File: config.mk
export PLATFORM = sky130hd
export DESIGN_NAME = sync_fifo_buffer_flat
export DESIGN_NICKNAME = d
export VERILOG_FILES = /design/src/rtl/sync_fifo_buffer_if.sv /design/src/rtl/sync_fifo_buffer.sv /design/src/flat_wrapper.sv
export SDC_FILE = /design/constraint.sdc
export NUM_CORES = 1
export LEC_CHECK = 0
export ABC_AREA = 1
export CAP_MARGIN = 20
export CORE_MARGIN = 5
export CORE_UTILIZATION = 48
export CTS_CLUSTER_DIAMETER = 120
export DETAILED_ROUTE_END_ITERATION = 12
export PLACE_DENSITY = 0.71
export SYNTH_ARGS = -nofsm -noshare
export SYNTH_HDL_FRONTEND = slang
export SYNTH_SLANG_ARGS = --single-unit
File: constraint.sdc
create_clock -name clk -period 4.35 [get_ports clk]
set_clock_uncertainty 0.2 [all_clocks]
set_input_delay 0.435 -clock clk [delete_from_list [all_inputs] [get_ports clk]]
set_output_delay 0.435 -clock clk [all_outputs]
set_load 0.02 [all_outputs]
File: src/rtl/sync_fifo_buffer_if.sv
// Handshake and status bundle of sync_fifo_buffer. The master side is the
// producer/consumer pair and the slave side is the FIFO itself.
interface sync_fifo_buffer_if #(
    parameter int DATA_WIDTH = 8,
    parameter int ADDR_WIDTH = 6
);
    logic                  wr_en;
    logic [DATA_WIDTH-1:0] wr_data;
    logic                  rd_en;
    logic [DATA_WIDTH-1:0] rd_data;
    logic                  rd_valid;
    logic                  full;
    logic                  almost_full;
    logic                  empty;
    logic                  almost_empty;
    logic [ADDR_WIDTH:0]   count;
    logic                  overflow;
    logic                  underflow;

    modport master (
        output wr_en, wr_data, rd_en,
        input  rd_data, rd_valid, full, almost_full, empty, almost_empty,
               count, overflow, underflow
    );

    modport slave (
        input  wr_en, wr_data, rd_en,
        output rd_data, rd_valid, full, almost_full, empty, almost_empty,
               count, overflow, underflow
    );
endinterface

File: src/rtl/sync_fifo_buffer.sv
// Single-clock FIFO with occupancy count, programmable almost flags and sticky
// errors. Define FIFO_FWFT_EN for first-word-fall-through reads.
module sync_fifo_buffer #(
    parameter int DATA_WIDTH = 8,
    parameter int ADDR_WIDTH = 6,
    parameter int FIFO_DEPTH = 64,
    parameter int AF_LEVEL   = 60,
    parameter int AE_LEVEL   = 4
) (
    input logic                clk,
    input logic                rst,
    sync_fifo_buffer_if.slave  bus
);

    typedef logic [ADDR_WIDTH:0]   ptr_t;
    typedef logic [DATA_WIDTH-1:0] word_t;

    localparam ptr_t DEPTH_C = ptr_t'(FIFO_DEPTH);
    localparam ptr_t AF_C    = ptr_t'(AF_LEVEL);
    localparam ptr_t AE_C    = ptr_t'(AE_LEVEL);

    if (FIFO_DEPTH != (1 << ADDR_WIDTH)) begin : g_depth_check
        $error("sync_fifo_buffer: FIFO_DEPTH must equal 2**ADDR_WIDTH");
    end
    if (AF_LEVEL < 0 || AF_LEVEL > FIFO_DEPTH ||
        AE_LEVEL < 0 || AE_LEVEL > FIFO_DEPTH) begin : g_level_check
        $error("sync_fifo_buffer: AF_LEVEL and AE_LEVEL must lie in 0..FIFO_DEPTH");
    end

    word_t mem [0:(1 << ADDR_WIDTH)-1];
    ptr_t  wr_ptr;
    ptr_t  rd_ptr;
    ptr_t  count_q;
    logic  overflow_q;
    logic  underflow_q;

    logic  full_c;
    logic  empty_c;
    logic  wr_accept;
    logic  rd_accept;

    // NOTE: every signal written here gets a value on every pass, so no latch is inferred.
    always_comb begin
        full_c    = (count_q == DEPTH_C);
        empty_c   = (count_q == '0);
        wr_accept = bus.wr_en & ~full_c;
        rd_accept = bus.rd_en & ~empty_c;
    end

    // NOTE: storage carries no reset; pointers and count alone define which words are live.
    always_ff @(posedge clk) begin
        if (!rst && wr_accept) begin
            mem[wr_ptr[ADDR_WIDTH-1:0]] <= bus.wr_data;
        end
    end

    // NOTE: non-blocking assignments so every register samples pre-edge values.
    always_ff @(posedge clk) begin
        if (rst) begin
            wr_ptr      <= '0;
            rd_ptr      <= '0;
            count_q     <= '0;
            overflow_q  <= 1'b0;
            underflow_q <= 1'b0;
        end else begin
            if (wr_accept) wr_ptr <= wr_ptr + 1'b1;
            if (rd_accept) rd_ptr <= rd_ptr + 1'b1;

            unique case ({wr_accept, rd_accept})
                2'b10:   count_q <= count_q + 1'b1;
                2'b01:   count_q <= count_q - 1'b1;
                default: count_q <= count_q;
            endcase

            overflow_q  <= overflow_q  | (bus.wr_en & full_c);
            underflow_q <= underflow_q | (bus.rd_en & empty_c);
        end
    end

`ifdef FIFO_FWFT_EN
    // Head word is always on display; rd_en only acknowledges it.
    assign bus.rd_data  = mem[rd_ptr[ADDR_WIDTH-1:0]];
    assign bus.rd_valid = ~empty_c;
`else
    word_t rd_data_q;
    logic  rd_valid_q;

    always_ff @(posedge clk) begin
        if (rst) begin
            rd_data_q  <= '0;
            rd_valid_q <= 1'b0;
        end else begin
            rd_valid_q <= rd_accept;
            if (rd_accept) begin
                rd_data_q <= mem[rd_ptr[ADDR_WIDTH-1:0]];
            end
        end
    end

    assign bus.rd_data  = rd_data_q;
    assign bus.rd_valid = rd_valid_q;
`endif

    assign bus.count        = count_q;
    assign bus.full         = full_c;
    assign bus.empty        = empty_c;
    assign bus.almost_full  = (count_q >= AF_C);
    assign bus.almost_empty = (count_q <= AE_C);
    assign bus.overflow     = overflow_q;
    assign bus.underflow    = underflow_q;

    // The pointer distance, wrap bit included, must always agree with the count.
    assert property (@(posedge clk) disable iff (rst) ptr_t'(wr_ptr - rd_ptr) == count_q);

endmodule

File: src/flat_wrapper.sv
// flat-port wrapper written by rule: the top's interface ports become plain ports
module sync_fifo_buffer_flat 
#(
    parameter int DATA_WIDTH = 8,
    parameter int ADDR_WIDTH = 6,
    parameter int FIFO_DEPTH = 64,
    parameter int AF_LEVEL   = 60,
    parameter int AE_LEVEL   = 4
)
  (clk, rst, bus_wr_en, bus_wr_data, bus_rd_en, bus_rd_data, bus_rd_valid, bus_full, bus_almost_full, bus_empty, bus_almost_empty, bus_count, bus_overflow, bus_underflow);
  sync_fifo_buffer_if #(.DATA_WIDTH(DATA_WIDTH), .ADDR_WIDTH(ADDR_WIDTH)) bus_i ();
  input logic clk;
  input logic rst;
  input wire logic [$bits(bus_i.wr_en)-1:0] bus_wr_en;
  input wire logic [$bits(bus_i.wr_data)-1:0] bus_wr_data;
  input wire logic [$bits(bus_i.rd_en)-1:0] bus_rd_en;
  output wire logic [$bits(bus_i.rd_data)-1:0] bus_rd_data;
  output wire logic [$bits(bus_i.rd_valid)-1:0] bus_rd_valid;
  output wire logic [$bits(bus_i.full)-1:0] bus_full;
  output wire logic [$bits(bus_i.almost_full)-1:0] bus_almost_full;
  output wire logic [$bits(bus_i.empty)-1:0] bus_empty;
  output wire logic [$bits(bus_i.almost_empty)-1:0] bus_almost_empty;
  output wire logic [$bits(bus_i.count)-1:0] bus_count;
  output wire logic [$bits(bus_i.overflow)-1:0] bus_overflow;
  output wire logic [$bits(bus_i.underflow)-1:0] bus_underflow;
  assign bus_i.wr_en = bus_wr_en;
  assign bus_i.wr_data = bus_wr_data;
  assign bus_i.rd_en = bus_rd_en;
  assign bus_rd_data = bus_i.rd_data;
  assign bus_rd_valid = bus_i.rd_valid;
  assign bus_full = bus_i.full;
  assign bus_almost_full = bus_i.almost_full;
  assign bus_empty = bus_i.empty;
  assign bus_almost_empty = bus_i.almost_empty;
  assign bus_count = bus_i.count;
  assign bus_overflow = bus_i.overflow;
  assign bus_underflow = bus_i.underflow;
  sync_fifo_buffer #(.DATA_WIDTH(DATA_WIDTH), .ADDR_WIDTH(ADDR_WIDTH), .FIFO_DEPTH(FIFO_DEPTH), .AF_LEVEL(AF_LEVEL), .AE_LEVEL(AE_LEVEL)) u_core (.clk(clk), .rst(rst), .bus(bus_i));
endmodule
---- Word-level counts from Yosys, hierarchy flattened ----
Memories as Yosys holds them, arrays and structs flattened. A register that Yosys moved wholly into a read port is not among the register bits.
Index checks and enable logic that the tools add are counted.
operators by class
  shifts and indexed selects .............. 0
  $add $sub $neg .......................... 4
  eq/ne operators ......................... 3
  divide/modulo/power cells ............... 0
  multipliers ............................. 0
  bitwise operators ....................... 8
  multiplexer cells ....................... 3
  reduce and logical (&&, ||, !) cells .... 4
  $lt $le $gt $ge ......................... 2
operators by type and width
  cell                                                               number
  adder 7 x 1 -> 7 bit, second input constant                        3
  case mux 7 bit (2 select lines)                                    1
  equality test 7 bit, second input constant                         1
  greater-or-equal comparator 7 x 6 -> 1 bit, second input constant  1
  <= comparator 7 x 3 -> 1 bit, second input constant                1
  zero test 7 bit                                                    1
  subtractor 7 x 1 -> 7 bit, second input constant                   1
  bitwise AND 1 bit                                                  4
  equality test 2 x 1 -> 1 bit, second input constant                1
  equality test 2 bit, second input constant                         1
  2-to-1 mux 1 bit                                                   2
  NOT 1 bit                                                          2
  OR 1 bit                                                           2
  nonzero test 2 bit                                                 1
  logical AND 1 bit                                                  1
  zero test 1 bit                                                    1
word-level totals
  register bits ........................... 24
  output and inout port bits .............. 22
  bits of input ports ..................... 12
  word-level logic and storage cells ...... 31
  memory bits (writable) .................. 512
  memories ................................ 1
  latch bits .............................. 0
  bits in read-only memories .............. 0
memories
  name        words  width  rd ports  clocked after memory_dff  write ports  RTL line                RTL
  u_core.mem  64     8      1         1                         1            sync_fifo_buffer.sv:30  word_t mem [0:(1 << ADDR_WIDTH)-1];

---- Logic depth before layout (Yosys ltp) ----
  depth after elaboration ................. 6
  depth in mapped cells ................... 16
  gate-level depth less buffers ........... 16

---- Least setup slack after synthesis ----
OpenSTA, ideal clock, no wires.
  path type ............................... reg2reg
  start ................................... reg u_core.count_q[0], in the netlist u_core.bus.count[0]
  end ..................................... reg u_core.count_q[5], in the netlist u_core.bus.count[5]
  cell stages (with the launch flop) ...... 17
  setup time .............................. 109 ps
  data required time ...................... 4041 ps
  setup slack ............................. 1492 ps
  clock period less this slack ............ 2858 ps
  path buffers ............................ 1
  arrival time ............................ 2549 ps
  path through ............................ dfxtp_1 nor2_1 nand3_2 o21ai_2 inv_2 buf_2 ha_1 ha_1 nand3_1 nand3_1 nand2_1 nand2_1 nand2_1 a21oi_1 nand3b_1 nand2_1 inv_1
on the way
  word-level cells in the longest chain between the ends .. 5
  elaborated cells between the ends (all ways) .. 12
ends and longest elaborated chain
  item                                                                   RTL line                RTL
  from (decl)                                                            sync_fifo_buffer.sv:33  ptr_t count_q;
  from (signal assigned)                                                 sync_fifo_buffer.sv:70  2'b10: count_q <= count_q + 1'b1;
  from (signal assigned)                                                 sync_fifo_buffer.sv:71  2'b01: count_q <= count_q - 1'b1;
  from (signal assigned)                                                 sync_fifo_buffer.sv:72  default: count_q <= count_q;
  zero test 7 bit *                                                      sync_fifo_buffer.sv:45  empty_c = (count_q == '0);
  NOT 1 bit *                                                            sync_fifo_buffer.sv:47  rd_accept = bus.rd_en & ~empty_c;
  bitwise AND 1 bit *                                                    sync_fifo_buffer.sv:47
  net u_core.rd_accept                                                   sync_fifo_buffer.sv:40  logic rd_accept;
  equality test 2 x 1 -> 1 bit or equality test 2 bit (tied branches)    sync_fifo_buffer.sv:69  unique case ({wr_accept, rd_accept})
  case mux 7 bit (2 select lines) or nonzero test 2 bit (tied branches)  -
The timed path passes the listed nets; every way through them passes the cells marked *.
A chain may end at the register's enable or synchronous reset.

==> out/qor.csv <==
stage,metric,value,unit
worst_setup_path,critical_path.endpoint_type,register,
cells_and_area,mostFrequentLayoutCells,"670 x nand2_1, 512 x edfxtp_1, 295 x nand3_1",
pwr,ir_worst_vdd,0.4788,mV
route,drc,0,
floorplanning,start_util,48.34,%
timing,finalMaxSlewViolations,0,
synth,ys_seq_elements,542,
synth,avgSynthCellArea,10.47,um^2
hold_path,min_from,bus_wr_data[7],
timing,rsz0062_at_grt,false,
floorplanning,dieArea,0.05236,mm^2
synth,mappedNetlistArea,0.02299,mm^2
pwr,p_int,9.267,mW
cells_and_area,drive_above_1_share,6.499,%
worst_setup_path,crit_buf_inv,3,
timing,fmax,323.2,MHz
synth,synth_area_leaders,"edfxtp_1 67%, nand2_1 11%, nand3_1 6.4%",
timing,fin_ws,1.256,ns
route,ant_nets,0,
place,place_area,0.02385,mm^2
timing,fin_setup_tns,0,ns
synth,synth_cells,2195,
route,drt_iter0_drc,1744,
floorplanning,rows,80,
timing,layout_min_cycle_time,3.094,ns
synth,synth_seq_area_share,69.50,%
synth,synth_top_area_cell,edfxtp_1,
route,dr_total_vias,15760,
hold_path,hp-class,in2reg,
cts,ctsHoldBuffers,0,
cts,cts_setup_buffers,0,
cells_and_area,antennaDiodeCount,0,
cts,clk_path_buf_depth,3,
worst_setup_path,path_delay_family,buffers and inverters,
floorplanning,io_pins,34,
worst_setup_path,rrSetupSlack,1.26,ns
cells_and_area,final_util,53.93,%
timing,slew_headroom,28.79,%
route,first_pass_iters,6,
global_route,antenna_found_initial,0,
cts,cts_resized,0,
cts,h-tree-depth,2,
place,dp_hpwl,35.54,mm
pwr,comb_power_share,21.6,%
cells_and_area,area_delta_synth_final,11.56,%
run_status,outcome,"complete, no violations",
worst_setup_path,worstPathRequired,4.70,ns
hold_path,min_path_cells,1,
synth,synth_edf_count,512,
timing,whs,0.1468,ns
pwr,switching_share,31.33,%
worst_setup_path,cpMaxStageDelayCell,inv_6,
route,wirelength,58.58,mm
cts,cts_sinks,542,
worst_setup_path,critical_path_arrival,3.45,ns
global_route,grt_pass1_vias,15260,
cells_and_area,fillCellCount,4012,
global_route,track_usage,21.90,%
global_route,grt_max_degree,131,
pwr,seqPwrFrac,44.4,%
cts,clk_pin_slew,0.07,ns
floorplanning,core_area,0.04755,mm^2
timing,hold_viol,0,
floorplanning,die_h,228.8,um
cts,cts_tree,yes,
cells_and_area,post-route-cell-area,0.02564,mm^2
route,wl_per_cell,20.36,um
global_route,grt_pass1_wl,89.07,mm
synth,synthArstFlopShare,0,%
floorplanning,die_x,228.8,um
cells_and_area,nets,2239,
synth,ys.flop_type,edfxtp_1,
hold_path,min_to,u_core.mem[54][7],
route,viasPerCell,5.479,
cells_and_area,final_common_cell,nand2_1,
cts,cts_root_buf,clkbuf_16,
pwr,switchingPower,4.228,mW
pwr,p_per_area,526.3,mW/mm^2
timing,fin_crit_sh,71.12,%
timing,setup-violations-final,0,
timing,max_slew.worst_pin.slew,1.067,ns
worst_setup_path,r2r-start,u_core.rd_ptr[0],
place,gp_congestion,0.9125,
worst_setup_path,reg2reg_to,u_core.bus.rd_data[4],
worst_setup_path,crit_fanout,130,
worst_setup_path,crit_path_frequent_cell,nand2_1,
place,io_buffers,33,
place,preCtsSetupSlack,0.8787,ns
synth,syn-num-nets,2216,
synth,yosysWarnings,0,
worst_setup_path,critPathMaxStageDelay,0.73,ns
cts,cts_buffers,54,
worst_setup_path,path_cells,"inv_6, buf_4, nand2_1, nand2_1, nand2_1, nand3_1, nand3_1, nand2_1, nand3_1, nand3_1, nand2_1, inv_1",
global_route,gr-total-overflow,0,
run,max_cap_violations,0,
pwr,clkPwrFrac,34.0,%
worst_setup_path,cp-start-kind,register,
cts,worstSkewPairLatency,0.60,ns
synth,synth_top_cell_area_share,66.89,%
worst_setup_path,crit_type,reg2reg,
synth,ys_types,32,
worst_setup_path,reg2reg_depth,12,
pwr,leakagePower,9.940,nW
[power by group through the flow]
stage               sequential (mW)  combinational (mW)  clock, mW
floorplan                      6.02                1.97          0
global placement               6.09                2.84          0
detailed placement             6.10                2.87          0
CTS                            5.99                2.88       4.65
global route                   6.00                3.22       4.87
finish                         5.99                2.92       4.58
[synthesized netlist by cell type, types with 2 or more instances]
master / instances
ha_1: 8
buf_4: 8
xor2_1: 3
nor3_2: 2
nand3_1: 295
a21oi_1: 42
inv_2: 4
edfxtp_1: 512
clkbuf_1: 26
inv_1: 193
nor3_1: 5
nor3b_1: 2
clkinv_1: 3
nor2_1: 238
nand4_1: 7
buf_1: 9
buf_2: 65
o21ai_0: 55
nand2_1: 670
and3_1: 7
dfxtp_1: 30
[per-layer routing]
layer	vias to the layer above	wire (um)	global-route usage, %
li1	7350	-	-
met4	0	2742	9.228
met2	750	26810	34.57
met3	147	5383	3.677
met1	7516	23640	30.46
met5	-	0	0
[kinds of logic after synthesis]
group | count (synthesis) | synth area share (%)
compound gates | 101 | 2.237
fa+ha+maj | 9 | 0.5226
buf+inv | 308 | 5.514
xor+xnor | 4 | 0.1524
flops | 542 | 69.50
simple gates | 1231 | 22.07
[layout make-up]
type                    count  area (um^2)  share of cell area (%)
well taps                 615        769.5                   3.001
multi-input cells        1345         5743                   22.40
clock inverters            38        342.8                   1.337
inverters                 200        758.2                   2.957
flip-flops and latches    542        15980                   62.33
clock buffers              62         1403                   5.470
repair buffers             75        643.1                   2.508
[metrics by stage]
step           total power [mW]  cells
2_1_floorplan             7.986   2195
3_3_place_gp              8.933   2775
3_5_place_dp              8.967   2775
4_1_cts                   13.52   2875
5_1_grt                   14.08   2877
6_report                  13.50   2877
[worst max-delay path by stage]
stage                                   start                     to  slack (ns)  cells past startpoint
final                        u_core.rd_ptr[0]  u_core.bus.rd_data[4]        1.26                     12
after global routing         u_core.rd_ptr[0]  u_core.bus.rd_data[2]        0.99                     10
after CTS                    u_core.rd_ptr[1]  u_core.bus.rd_data[7]        1.23                     10
after detailed placement                  rst       u_core.mem[7][5]        0.88                      4
after global placement                    rst       u_core.mem[7][3]        0.93                      4
after floorplan           u_core.bus.count[0]    u_core.bus.count[5]        1.49                     16
[sequential cells by signal, summed over array words and instances (netlist names)]
signal                count
u_core.bus.rd_data        8
u_core.mem              512
u_core.bus.underflow      1
u_core.bus.rd_valid       1
u_core.wr_ptr             6
u_core.bus.overflow       1
u_core.rd_ptr             6
u_core.bus.count          7
No activity file was read; power rests on OpenSTA's default activity.
